## config.mk

```make
export PLATFORM = sky130hd
export DESIGN_NAME = stream_fifo_arbiter
export DESIGN_NICKNAME = d
export VERILOG_FILES = /design/src/rtl/stream_fifo_arbiter.sv
export SDC_FILE = /design/constraint.sdc
export NUM_CORES = 1
export LEC_CHECK = 0
export CAP_MARGIN = 20
export CORE_MARGIN = 2
export CORE_UTILIZATION = 35
export CTS_CLUSTER_SIZE = 20
export DETAILED_ROUTE_END_ITERATION = 6
export GPL_TIMING_DRIVEN = 0
export PLACE_DENSITY = 0.71
export SLEW_MARGIN = 20
export SYNTH_ARGS = -nofsm -noshare
export SYNTH_HDL_FRONTEND = slang
export SYNTH_SLANG_ARGS = --single-unit
```

## constraint.sdc

```tcl
create_clock -name clk -period 1.95 [get_ports clk]
set_input_delay 0.2925 -clock clk [delete_from_list [all_inputs] [get_ports clk]]
set_output_delay 0.2925 -clock clk [all_outputs]
set_load 0.03 [all_outputs]
```

## src/rtl/stream_fifo_arbiter.sv

```systemverilog
// -----------------------------------------------------------------------------
// stream_fifo_arbiter
//
// Shares one outbound stream master between N standard (non-FWFT) FIFOs that
// have 1-cycle read latency. One FIFO is granted at a time, round robin. Each
// grant issues up to BURST reads. Every output word is tagged with the index
// of the FIFO it came from.
//
// Ports:
//   clk               clock
//   rst_n             asynchronous active-low reset
//   cfg_mask_i[N]     1 = channel may be granted (sampled every cycle)
//   fifo_data_i[N*DW] FIFO read data, channel k at [k*DW +: DW], valid the
//                     cycle after its read strobe
//   fifo_rd_en_o[N]   per-FIFO read strobe, at most one bit high
//   fifo_empty_i[N]   per-FIFO empty flag
//   stream_m_data_o   output word
//   stream_m_id_o     source FIFO index of the output word
//   stream_m_valid_o  output valid
//   stream_m_ready_i  consumer ready
//   dbg_state_o       arbiter FSM state (0 = IDLE, 1 = BURST)
//
// Stream handshake: a word transfers on a rising edge where valid and ready
// are both high. Once valid is raised, data, id and valid stay constant until
// that transfer; valid never depends on ready.
// -----------------------------------------------------------------------------
module stream_fifo_arbiter #(
  parameter int N     = 4,
  parameter int DW    = 32,
  parameter int BURST = 8,
  parameter int IW    = 2
) (
  input  logic            clk,
  input  logic            rst_n,
  input  logic [N-1:0]    cfg_mask_i,
  input  logic [N*DW-1:0] fifo_data_i,
  output logic [N-1:0]    fifo_rd_en_o,
  input  logic [N-1:0]    fifo_empty_i,
  output logic [DW-1:0]   stream_m_data_o,
  output logic [IW-1:0]   stream_m_id_o,
  output logic            stream_m_valid_o,
  input  logic            stream_m_ready_i,
  output logic            dbg_state_o
);

  localparam int CW = (BURST > 1) ? $clog2(BURST) : 1;

  typedef enum logic {
    S_IDLE  = 1'b0,
    S_BURST = 1'b1
  } state_t;

  state_t        r_state;
  state_t        w_state_nxt;
  logic [IW-1:0] r_gnt;
  logic [IW-1:0] w_gnt_nxt;
  logic [IW-1:0] r_last_gnt;
  logic [IW-1:0] w_last_gnt_nxt;
  logic [CW-1:0] r_beat_cnt;
  logic [CW-1:0] w_beat_cnt_nxt;

  logic [N-1:0]  w_req;
  logic [IW-1:0] w_cand [N];
  logic [IW-1:0] w_arb_idx;
  logic          w_arb_found;
  logic          w_space;
  logic          w_rd;
  logic          w_pop;
  logic [1:0]    w_occ;

  logic          r_pend;
  logic [IW-1:0] r_pend_idx;
  logic [DW-1:0] w_fifo_word [N];
  logic [DW-1:0] w_cap_data;

  logic          r_out_valid;
  logic [DW-1:0] r_out_data;
  logic [IW-1:0] r_out_id;
  logic          r_skid_valid;
  logic [DW-1:0] r_skid_data;
  logic [IW-1:0] r_skid_id;

  assign w_req = ~fifo_empty_i & cfg_mask_i;
  assign w_pop = r_out_valid & stream_m_ready_i;
  assign w_occ = {1'b0, r_out_valid} + {1'b0, r_skid_valid};

  // A read may only be issued if the word it returns is guaranteed a slot:
  // occ + pend - pop < 2, rearranged so nothing goes negative.
  assign w_space = ({1'b0, w_occ} + {2'b00, r_pend}) < (3'd2 + {2'b00, w_pop});

  assign w_rd = (r_state == S_BURST) && w_req[r_gnt] && w_space;

  always_comb begin
    fifo_rd_en_o = '0;
    if (w_rd) fifo_rd_en_o[r_gnt] = 1'b1;
  end

  // Candidate order for the round-robin search: last_gnt+1, last_gnt+2, ...
  for (genvar g = 0; g < N; g++) begin : g_cand
    assign w_cand[g]      = IW'((int'(r_last_gnt) + g + 1) % N);
    assign w_fifo_word[g] = fifo_data_i[g*DW +: DW];
  end

  always_comb begin
    w_arb_found = 1'b0;
    w_arb_idx   = '0;
    for (int i = 0; i < N; i++) begin
      if (!w_arb_found && w_req[w_cand[i]]) begin
        w_arb_found = 1'b1;
        w_arb_idx   = w_cand[i];
      end
    end
  end

  // Arbiter FSM, next-state logic.
  always_comb begin
    w_state_nxt    = r_state;
    w_gnt_nxt      = r_gnt;
    w_last_gnt_nxt = r_last_gnt;
    w_beat_cnt_nxt = r_beat_cnt;
    case (r_state)
      S_IDLE: begin
        if (w_arb_found) begin
          w_gnt_nxt      = w_arb_idx;
          w_beat_cnt_nxt = '0;
          w_state_nxt    = S_BURST;
        end
      end
      S_BURST: begin
        if (w_rd) begin
          if (r_beat_cnt == CW'(BURST - 1)) begin
            w_last_gnt_nxt = r_gnt;
            w_state_nxt    = S_IDLE;
          end else begin
            w_beat_cnt_nxt = r_beat_cnt + 1'b1;
          end
        end else if (!w_req[r_gnt]) begin
          // Granted FIFO went empty or was masked: give up the grant.
          // A stall purely for buffer space keeps the grant.
          w_last_gnt_nxt = r_gnt;
          w_state_nxt    = S_IDLE;
        end
      end
      default: w_state_nxt = S_IDLE;
    endcase
  end

  always_ff @(posedge clk or negedge rst_n) begin
    if (!rst_n) begin
      r_state    <= S_IDLE;
      r_gnt      <= '0;
      r_last_gnt <= IW'(N - 1);
      r_beat_cnt <= '0;
    end else begin
      r_state    <= w_state_nxt;
      r_gnt      <= w_gnt_nxt;
      r_last_gnt <= w_last_gnt_nxt;
      r_beat_cnt <= w_beat_cnt_nxt;
    end
  end

  // A read issued this cycle returns data next cycle; remember which FIFO.
  always_ff @(posedge clk or negedge rst_n) begin
    if (!rst_n) begin
      r_pend     <= 1'b0;
      r_pend_idx <= '0;
    end else begin
      r_pend     <= w_rd;
      r_pend_idx <= r_gnt;
    end
  end

  assign w_cap_data = w_fifo_word[r_pend_idx];

  // Two-entry buffer: output register plus skid register, kept in read order.
  // The in-flight word is always captured, even after its grant has ended.
  always_ff @(posedge clk or negedge rst_n) begin
    if (!rst_n) begin
      r_out_valid  <= 1'b0;
      r_out_data   <= '0;
      r_out_id     <= '0;
      r_skid_valid <= 1'b0;
      r_skid_data  <= '0;
      r_skid_id    <= '0;
    end else if (w_pop) begin
      if (r_skid_valid) begin
        r_out_data <= r_skid_data;
        r_out_id   <= r_skid_id;
        if (r_pend) begin
          r_skid_data <= w_cap_data;
          r_skid_id   <= r_pend_idx;
        end else begin
          r_skid_valid <= 1'b0;
        end
      end else if (r_pend) begin
        r_out_data <= w_cap_data;
        r_out_id   <= r_pend_idx;
      end else begin
        r_out_valid <= 1'b0;
      end
    end else if (r_pend) begin
      if (!r_out_valid) begin
        r_out_valid <= 1'b1;
        r_out_data  <= w_cap_data;
        r_out_id    <= r_pend_idx;
      end else begin
        r_skid_valid <= 1'b1;
        r_skid_data  <= w_cap_data;
        r_skid_id    <= r_pend_idx;
      end
    end
  end

  assign stream_m_data_o  = r_out_data;
  assign stream_m_id_o    = r_out_id;
  assign stream_m_valid_o = r_out_valid;
  assign dbg_state_o      = r_state;

endmodule

```

==> run summary, run 1 <==
### Status
- finished, violations left — status
- negative setup slack — failing checks

### Detailed routing
- 0 — Antenna Nets Post-Route
- 12400 µm — detailed-route wire length
- 16.4 µm — Avg WL per Cell
- 3820 — vias after detailed routing
- 0 — number of remaining DRC errors
- 4 — first-pass iteration count of the detailed router
- 5.07 — number of vias per cell after detailed routing
- 142 — DRT iter0 DRCs

### Finish
- 2030 µm² — sequential cell area in the final layout
- 1046 — fill cell instance count of the final layout
- 722 — Post-layout nets
- 0 — Inserted Diodes
- 2250 µm² — combined area of the multi-input logic cells
- 55.7% — area growth from synthesis to layout
- 0.227 — layout cell share with drive strength beyond 1
- 0.564 — Post-Route Utilization
- 753 — final cell count without fillers

### Power
- 0.287 — sequential power share
- 0.654 mV — maximum vdd drop
- 0.00287 µW — static leakage power
- 10300 µW — power consumption
- 6270 µW — internal power summed over all cells
- 0.392 — fraction of power spent switching nets
- 4040 µW — switching power
- 0.178 — Clock power frac
- 1500 nW/µm² — power density over the cells
- 0.534 — proportion of power drawn by combinational gates

### Clocking
- 9 — Inserted Clock Buffers
- 81 — number of sinks driven by the clock tree
- 60 ps — register clock-pin slew on the reported worst setup and hold paths
- 3 — H-tree depth
- sky130_fd_sc_hd__clkbuf_16 — clock tree root driver cell
- 2 — maximum clock path buffer count
- done — TritonCTS clock tree
- 330 ps — worst skew pair latency

### Logic synthesis
- 0 — count of yosys warnings during synthesis
- 11.5 µm² — mean area per synthesized cell
- 0 — number of synthesized flops with an enable pin
- sky130_fd_sc_hd__dfrtp_1 (79), sky130_fd_sc_hd__nand2_1 (76), sky130_fd_sc_hd__nor2_1 (37) — top cell types by occurrence after synthesis
- sky130_fd_sc_hd__dfrtp_1 — most frequently used flop master after synthesis
- 4410 µm² — cell area after synthesis
- sky130_fd_sc_hd__dfrtp_1 (45%), sky130_fd_sc_hd__mux4_2 (17%), sky130_fd_sc_hd__mux2_2 (8.7%), sky130_fd_sc_hd__nand2_1 (6.5%), sky130_fd_sc_hd__a31oi_1 (4.8%) — Area contributors post-synth
- 37 — distinct cell type count after synthesis
- 383 — Post-Syn Instances
- 81 — flop and latch count out of synthesis
- 0.461 — post-synthesis sequential area ratio
- sky130_fd_sc_hd__dfrtp_1 — post-synth top area cell
- 0.449 — area share of the largest cell type after synthesis
- sky130_fd_sc_hd__dfrtp_1 — most repeated cell in the gate-level netlist after synthesis
- 1.00 — async set-reset flop share out of synthesis
- 525 — net count of the mapped netlist

### Place
- 0.824 — routability congestion estimate
- -818 ps — pre-CTS setup slack
- 730 — Cells after DPL
- 178 — number of input and output port buffers inserted
- 9620 µm — DP HPWL

### Worst setup path
- r_gnt[1] — launching instance or port of the critical path
- 7 — largest fanout on the critical path
- flop to output pin — kind of critical path
- output pin — kind of end point of the critical path
- r_pend — FF-to-FF Start
- flop — type of origin of the critical path
- 1660 ps — Required @ worst endpoint
- inv_4 -> mux4_2 -> nand3_4 -> inv_2 -> and3_4 -> buf_6 — CP cell instances
- sky130_fd_sc_hd__mux4_2 — cell with the largest stage delay on the worst path
- 560 ps — worst stage delay on the critical path
- 2020 ps — arrival time of data at the critical path endpoint

### STA
- 0 — total count of max-transition violations in the final report
- -362 ps — final worst slack
- 2310 ps — Tmin final
- true — unrepaired setup endpoints after global routing
- 0.555 — relative slew slack
- 0 — final count of hold timing violations
- 668 ps — slew at the pin with the worst max-slew slack
- 8.44 ps — post-route clock skew
- 1.19 — crit share post-route
- 432 MHz — Max Freq
- 4 — final count of negative-setup-slack endpoints

### Global routing
- 0 — remaining global-route overflow
- 44 — largest net degree at the start of global routing
- 3909 — vias in the first global route
- 0.184 — Tot GR Track Use
- 0 — initial antenna violation count
- 19300 µm — wire length of the first global-routing pass

### Die
- 179 — total I/O pin count
- 116 µm — die width
- 116 µm — height of the chip
- 13500 µm² — total die area
- 12200 µm² — area of the core
- 40 — number of placement rows
- 0.362 — initial cell density of the core

### Hold path
- r_gnt[0] — startpoint of the most critical hold path
- flop to flop — Hold WC Path Type

### Flow run
- 0 — max-cap check violation count

per-layer routing:
| metal | track usage | wire [µm] | up-vias |
|---|---|---|---|
| li1 | - | - | 1788 |
| met1 | 0.222 | 4840 | 1876 |
| met2 | 0.336 | 6630 | 133 |
| met3 | 0.0285 | 667 | 23 |
| met4 | 0.0651 | 240 | 0 |
| met5 | 0 | 0 | - |
path summary, 6_finish.rpt:
path / cells after the start / end / slack [ps]
setup / recovery: 6 / fifo_rd_en_o[1] / -360
hold / removal: 0 / r_pend_idx[0] / 460
setup reg to reg: 6 / r_last_gnt[0] / 50
hold reg to reg: 0 / r_pend_idx[0] / 460
max in group asynchronous: 3 / r_last_gnt[0] / 810
min in group asynchronous: 2 / stream_m_data_o[5] / 470
logic make-up after synthesis:
logic type | share of synthesized area
flops | 0.461
simple gates | 0.135
fa+ha+maj | 0.0102
mux | 0.274
buf+inv | 0.0400
compound gates | 0.0804
critical path, delay by kind of cell (launching register included):
kind	cells	cell delay, ps
buffers and inverters	3	320
DFF	1	480
muxes	1	560
and+or+nand+nor	2	310
layout by cell type, fill, tap and decap left out, drive strengths merged, types with 3 or more instances in the layout:
| cell type | Yosys | routed |
|---|---|---|
| mux4 | 33 | 33 |
| inv | 5 | 6 |
| a21oi | 8 | 8 |
| nor2 | 37 | 37 |
| and3 | 3 | 3 |
| nand2 | 76 | 76 |
| mux2 | 36 | 36 |
| clkbuf | 8 | 18 |
| nor2b | 5 | 5 |
| buf | 20 | 32 |
| dfrtp | 79 | 79 |
| o21ai | 3 | 3 |
| nor3 | 3 | 3 |
| nand2b | 6 | 6 |
| clkdlybuf4s50 | 0 | 173 |
| nand3 | 3 | 3 |
| a31oi | 34 | 34 |
| mux2i | 5 | 5 |
cell type report:
type / count / share of cell area
multi-input combinational: 269 / 0.327
sequential: 81 / 0.297
timing repair buffer: 186 / 0.271
clock buffer: 10 / 0.0348
tap: 168 / 0.0307
buffer: 28 / 0.0230
clock inverter: 6 / 0.0131
inverter: 5 / 0.00310
state kept, by name, summed over array words and instances, names as in the netlist:
name and cells:
r_skid_data 32, stream_m_data_o 32, r_beat_cnt 3, r_gnt 2
r_last_gnt 2, r_pend_idx 2, r_skid_id 2, stream_m_id_o 2
dbg_state_o 1, r_pend 1, r_skid_valid 1, stream_m_valid_o 1
power groups by stage:
stage / clock network (µW) / registers (µW) / logic [µW]
floorplan: 0 / 3650 / 2880
global placement: 0 / 2950 / 5330
detailed placement: 0 / 3000 / 5450
CTS: 1870 / 2970 / 5560
global route: 1940 / 3060 / 5950
finish: 1840 / 2960 / 5510
stage by stage:
stage               hold slack (ps)  TNS (ps)  area (µm²)
finish                          461     -1220        6860
global placement                419   -192430        6440
global route                    478     -1550        6860
floorplan                     -3.09         0        4450
detailed placement              304    -14020        6460
CTS                             450     -1290        6850
what timing repair did:
item	4_1_cts	5_1_grt
endpoints found under the hold margin	38	0
endpoints found under the setup margin	6	33
buffers inserted	6	1
gates resized for setup	32	1
pin swaps	2	2
hold buffers	1	0
gates cloned	0	0
(Power assumes the default switching activity.)
==> run 2, diff against run 1 <==
- PLACE_DENSITY: 0.71 -> 0.74
- clock period: 1.95 -> 2.04 ns (I/O delays scaled with it)
==> run 2 against run 1 <==
Against the previous run: the flow still finishes with violations (negative setup slack); sequential share of layout area rose by 0.092 points; global-route usage is 0.59 points higher; register-to-register slack gained 90 ps; first-iteration DRC count decreased by 22%; count of clock-buffer cells in the layout is 1 lower; non-clock buffer count down 1; wire length up 2.9%; flip-flop and latch count unchanged; critical path depth up 1; design area decreased by 0.31%; core utilization is 0.17 points lower; largest cell class unchanged; highest routed layer unchanged.
==> run summary, run 2 (synthesis gave the netlist of run 1 again) <==
### Status
- finished, violations left — status
- negative setup slack — failing checks

### Die
- 13500 µm² — total die area, unchanged
- 12200 µm² — area of the core, unchanged
- 0.362 — initial cell density of the core, unchanged
- 179 — total I/O pin count, unchanged
- 116 µm — die width, unchanged
- 116 µm — height of the chip, unchanged
- 40 — number of placement rows, unchanged

### Place
- 0.875 — routability congestion estimate, +6.2%
- 730 — Cells after DPL, unchanged
- 6450 µm² — instance area at placement, -0.12%
- -813 ps — pre-CTS setup slack, +4.63 ps
- 178 — number of input and output port buffers inserted, unchanged
- 9970 µm — DP HPWL, +3.6%

### Worst setup path
- flop to output pin — kind of critical path
- r_skid_valid — launching instance or port of the critical path
- flop — type of origin of the critical path
- 6 — Worst Reg-to-Reg Cells, unchanged
- fifo_rd_en_o[1] — capturing element of the worst setup path
- r_pend — FF-to-FF Start
- 140 ps — slack of the worst reg-to-reg path, +90 ps
- 2030 ps — arrival time of data at the critical path endpoint, about the same
- output pin — kind of end point of the critical path
- 7 — largest fanout on the critical path, unchanged
- r_last_gnt[0] — critical register-to-register path endpoint
- 1730 ps — Required @ worst endpoint, +70 ps

### Finish
- sky130_fd_sc_hd__clkdlybuf4s50_1 — most common library cell in the layout ignoring fill and taps
- sky130_fd_sc_hd__clkdlybuf4s50_1 (173), sky130_fd_sc_hd__nand2_1 (75), sky130_fd_sc_hd__dfrtp_1 (75) — highest-count cells in the layout ignoring fill and taps
- 1047 — fill cell instance count of the final layout, +0.096%
- 721 — Post-layout nets, -0.14%
- 0 — Inserted Diodes, unchanged
- 6840 µm² — cell area after layout, -0.31%
- 0.225 — layout cell share with drive strength beyond 1, -0.00265
- 751 — final cell count without fillers, -0.27%
- 55.2% — area growth from synthesis to layout
- 0.562 — Post-Route Utilization, -0.00175

### Clocking
- done — TritonCTS clock tree
- 81 — number of sinks driven by the clock tree, unchanged
- 3 — H-tree depth, unchanged
- 330 ps — worst skew pair latency, about the same
- 9 — Inserted Clock Buffers, unchanged
- 2 — maximum clock path buffer count, unchanged
- 60 ps — register clock-pin slew on the reported worst setup and hold paths, about the same
- sky130_fd_sc_hd__clkbuf_16 — clock tree root driver cell

### STA
- 636 ps — slew at the pin with the worst max-slew slack, -32.0 ps
- 462 ps — worst hold slack, +1.36 ps
- 0 — final count of hold timing violations, unchanged
- 428 MHz — Max Freq
- 9.66 ps — post-route clock skew, +1.22 ps
- 0.570 — relative slew slack, +0.0157
- 1.14 — crit share post-route
- 4 — final count of negative-setup-slack endpoints, unchanged
- 0 — total count of max-transition violations in the final report, unchanged
- true — unrepaired setup endpoints after global routing
- 2330 ps — Tmin final
- -294 ps — final worst slack, +67.8 ps

### Detailed routing
- 12700 µm — detailed-route wire length, +2.9%
- 0 — number of remaining DRC errors, unchanged
- 0 — Antenna Nets Post-Route, unchanged
- 4 — first-pass iteration count of the detailed router, unchanged
- 111 — DRT iter0 DRCs, -22%
- 5.15 — number of vias per cell after detailed routing, +1.5%
- 3867 — vias after detailed routing, +1.2%
- 17.0 µm — Avg WL per Cell, +3.2%

### Flow run
- 0 — max-cap check violation count, unchanged

### Global routing
- 43 — largest net degree at the start of global routing, -2.3%
- 19800 µm — wire length of the first global-routing pass, +2.4%
- 0.190 — Tot GR Track Use, +0.00589
- 4081 — vias in the first global route, +4.4%
- 0 — remaining global-route overflow, unchanged
- 0 — initial antenna violation count, unchanged

### Power
- 0.00284 µW — static leakage power, -0.98%
- 1440 nW/µm² — power density over the cells, -4.0%
- 0.575 mV — maximum vdd drop, -12%

### Hold path
- flop to flop — Hold WC Path Type

==> run 2: cell type report <==
cell class	count	area, µm²	area share
timing repair buffer	185	1850	0.271
sequential	81	2030	0.298
inverter	5	21.3	0.00311
buffer	28	158	0.0231
tap	168	210	0.0307
clock inverter	6	90.1	0.0132
clock buffer	9	225	0.0329
multi-input combinational	269	2250	0.329
==> run 2: worst min path at each step <==
stage	end	depth (start not counted)	start
final	r_pend_idx[0]	0	r_gnt[0]
after global routing	r_pend_idx[0]	0	r_gnt[0]
after CTS	r_pend_idx[0]	0	r_gnt[0]
after detailed placement	r_skid_data[5]	1	rst_n
after global placement	r_pend_idx[0]	0	r_gnt[0]
after floorplan	dbg_state_o	0	rst_n
==> run 2: power by group <==
group / internal (µW) / total (µW) / switching (µW)
clock network: 1070 / 1720 / 653
logic: 2480 / 5300 / 2820
registers: 2400 / 2840 / 447
total: 5950 / 9870 / 3920
==> run 2: repair_timing <==
item | in CTS | in global routing
endpoints found under the setup margin | 4 | 16
cloned | 0 | 0
hold buffers | 1 | 0
pin swaps | 3 | 0
resized for setup | 33 | 1
endpoints found under the hold margin | 39 | 0
buffers inserted | 5 | 0
==> run 2: metrics by stage <==
stage | total power, µW | setup TNS [ps]
after global routing | 10500 | -1430
final | 9870 | -974
after CTS | 9950 | -990
after detailed placement | 8120 | -5970
after global placement | 7900 | -174150
after floorplan | 6220 | 0
==> run 2: worst max-delay path, stage by stage, from the launching register on <==
cell                       delay (ps)
sky130_fd_sc_hd__dfrtp_2          450
sky130_fd_sc_hd__fa_1             420
sky130_fd_sc_hd__nand3b_1         200
sky130_fd_sc_hd__nand2_2          120
sky130_fd_sc_hd__nand3_4          110
sky130_fd_sc_hd__inv_2             80
sky130_fd_sc_hd__and3_4           180
sky130_fd_sc_hd__buf_6            130
==> run 2: metal layers <==
layer	track usage	routed length, µm	vias to the layer above
li1	-	-	1783
met1	0.215	5010	1925
met2	0.357	6830	143
met3	0.0420	714	16
met4	0.0603	180	0
met5	0	0	-
==> run 3, diff against run 2 <==
- CORE_ASPECT_RATIO: default -> 0.7
- CTS_BUF_LIST: default -> sky130_fd_sc_hd__clkbuf_2
==> run 3 against run 2 <==
Against the previous run: the flow still finishes with violations (negative setup slack); non-clock buffer count grew 3; wire length shrank 1.9%; critical path depth is the same; cell count shrank 0.40%; clock power shrank 46%; count of clock-buffer cells in the layout grew 1; power shrank 8.5%; critical endpoint unchanged; largest cell class unchanged; highest routed layer unchanged.
==> run summary, run 3 (synthesis gave the netlist of run 1 again) <==
### Worst setup path
- output pin — kind of end point of the critical path
- 1730 ps — Required @ worst endpoint, about the same
- flop to output pin — kind of critical path
- 2360 ps — arrival time of data at the critical path endpoint, +330 ps
- flop — type of origin of the critical path
- 3 — largest fanout on the critical path, -4

### Finish
- 724 — Post-layout nets, +0.42%
- 51.8% — area growth from synthesis to layout
- 0.224 — layout cell share with drive strength beyond 1, -0.00115
- 0 — Inserted Diodes, unchanged
- sky130_fd_sc_hd__clkdlybuf4s50_1 — most common library cell in the layout ignoring fill and taps
- 0.542 — Post-Route Utilization, -0.0202
- 1057 — fill cell instance count of the final layout, +0.96%
- sky130_fd_sc_hd__clkdlybuf4s50_1 (162), sky130_fd_sc_hd__nand2_1 (75), sky130_fd_sc_hd__dfrtp_1 (75) — highest-count cells in the layout ignoring fill and taps

### Hold path
- primary input to asynchronous set/reset pin — Hold WC Path Type

### STA
- 4 — final count of negative-setup-slack endpoints, unchanged
- true — unrepaired setup endpoints after global routing
- -621 ps — final worst slack, -327 ps
- 0.541 — relative slew slack, -0.0292
- 0 — final count of hold timing violations, unchanged
- 2660 ps — Tmin final, +327 ps
- 679 ps — slew at the pin with the worst max-slew slack, +43.3 ps
- 20.8 ps — post-route clock skew, +11.1 ps
- 376 MHz — Max Freq, -12%
- 210 ps — worst hold slack, -253 ps
- 1.30 — crit share post-route, +0.160
- 0 — total count of max-transition violations in the final report, unchanged

### Clocking
- sky130_fd_sc_hd__clkbuf_2 — clock tree root driver cell
- 81 — number of sinks driven by the clock tree, unchanged
- 570 ps — worst skew pair latency, +240 ps
- 2 — maximum clock path buffer count, unchanged
- 3 — H-tree depth, unchanged
- done — TritonCTS clock tree
- 9 — Inserted Clock Buffers, unchanged
- 210 ps — register clock-pin slew on the reported worst setup and hold paths, +150 ps

### Die
- 97.9 µm — height of the chip, -16%
- 12300 µm² — area of the core, +1.4%
- 138 µm — die width, +19%
- 34 — number of placement rows, -15%
- 179 — total I/O pin count, unchanged
- 13500 µm² — total die area, +0.11%
- 0.357 — initial cell density of the core, -0.00514

### Place
- 0.806 — routability congestion estimate, -7.9%
- -847 ps — pre-CTS setup slack, -33.3 ps
- 9470 µm — DP HPWL, -5.0%
- 178 — number of input and output port buffers inserted, unchanged

### Detailed routing
- 0 — Antenna Nets Post-Route, unchanged
- 0 — number of remaining DRC errors, unchanged
- 5.13 — number of vias per cell after detailed routing, -0.43%
- 136 — DRT iter0 DRCs, +23%
- 16.7 µm — Avg WL per Cell, -1.5%
- 12500 µm — detailed-route wire length, -1.9%
- 4 — first-pass iteration count of the detailed router, unchanged
- 3835 — vias after detailed routing, -0.83%

### Status
- negative setup slack — failing checks
- finished, violations left — status

### Power
- 9030 µW — power consumption, -8.5%
- 0.755 mV — maximum vdd drop, +31%
- 1350 nW/µm² — power density over the cells, -6.5%
- 0.00288 µW — static leakage power, +1.5%

### Global routing
- 0 — remaining global-route overflow, unchanged
- 48 — largest net degree at the start of global routing, +12%
- 20000 µm — wire length of the first global-routing pass, +1.4%
- 0.188 — Tot GR Track Use, -0.00227
- 0 — initial antenna violation count, unchanged
- 4020 — vias in the first global route, -1.5%

### Flow run
- 0 — max-cap check violation count, unchanged

[run 3: cell count changes in the layout (fill, tap and decap cells not counted), moves of 2 or more]
cell	before	now
sky130_fd_sc_hd__buf_4	7	10
sky130_fd_sc_hd__clkbuf_16	9	0
sky130_fd_sc_hd__clkbuf_2	0	11
sky130_fd_sc_hd__clkdlybuf4s50_1	173	162
sky130_fd_sc_hd__clkinv_1	0	3
sky130_fd_sc_hd__dlymetal6s2s_1	0	10
sky130_fd_sc_hd__inv_6	2	0
[run 3: final cells by class]
type,instances,area [µm²],area share
Multi-Input combinational cell,269,2240,0.335
Sequential cell,81,2030,0.304
Timing Repair Buffer,188,1910,0.285
Tap cell,162,203,0.0303
Buffer,28,159,0.0238
Clock inverter,5,71.3,0.0107
Clock buffer,10,50.0,0.00749
Inverter,5,21.3,0.00318
[run 3: through the flow]
stage / std cells / area, µm² / TNS (ps)
detailed placement: 724 / 6450 / -6990
global route: 748 / 6690 / -2720
global placement: 723 / 6430 / -175460
finish: 748 / 6690 / -2280
CTS: 745 / 6640 / -2320
floorplan: 383 / 4440 / 0
[run 3: critical path, cell delays in order (launching register included)]
cell,delay (ps)
sky130_fd_sc_hd__dfrtp_2,460
sky130_fd_sc_hd__fa_1,470
sky130_fd_sc_hd__nand3b_1,210
sky130_fd_sc_hd__nand2_2,130
sky130_fd_sc_hd__nand3_4,130
sky130_fd_sc_hd__inv_4,90
sky130_fd_sc_hd__and3_4,180
sky130_fd_sc_hd__buf_6,130
[run 3: layer usage]
layer | up-vias | part of all wire | track usage | wire length, µm
li1 | 1799 | - | - | -
met1 | 1863 | 0.41 | 0.233 | 5120
met2 | 157 | 0.49 | 0.319 | 6120
met3 | 16 | 0.087 | 0.0603 | 1080
met4 | 0 | 0.014 | 0.0510 | 179
met5 | - | 0 | 0 | 0
[run 3: final timing paths]
check	slack, ps	depth (start not counted)	start	endpoint
min in group clk	440	2	stream_m_ready_i	r_skid_valid
hold / removal	210	2	rst_n	stream_m_data_o[15]
hold reg to reg	450	0	r_gnt[0]	r_pend_idx[0]
setup / recovery	-620	7	r_pend	fifo_rd_en_o[1]
max in group asynchronous	1170	3	rst_n	r_last_gnt[1]
setup reg to reg	30	7	r_pend	r_beat_cnt[2]
[run 3: repair_timing]
action                     4_1_cts  5_1_grt
gates resized for setup         33       13
hold endpoints to repair        34        0
hold buffers                     1        0
buffers inserted                 5        3
setup endpoints to repair        5       21
pin swaps                        3        3
[run 3: where the power goes]
group | total (µW) | switching, µW | internal [µW]
sequential | 2810 | 434 | 2380
combinational | 5280 | 2790 | 2490
clock | 935 | 543 | 393
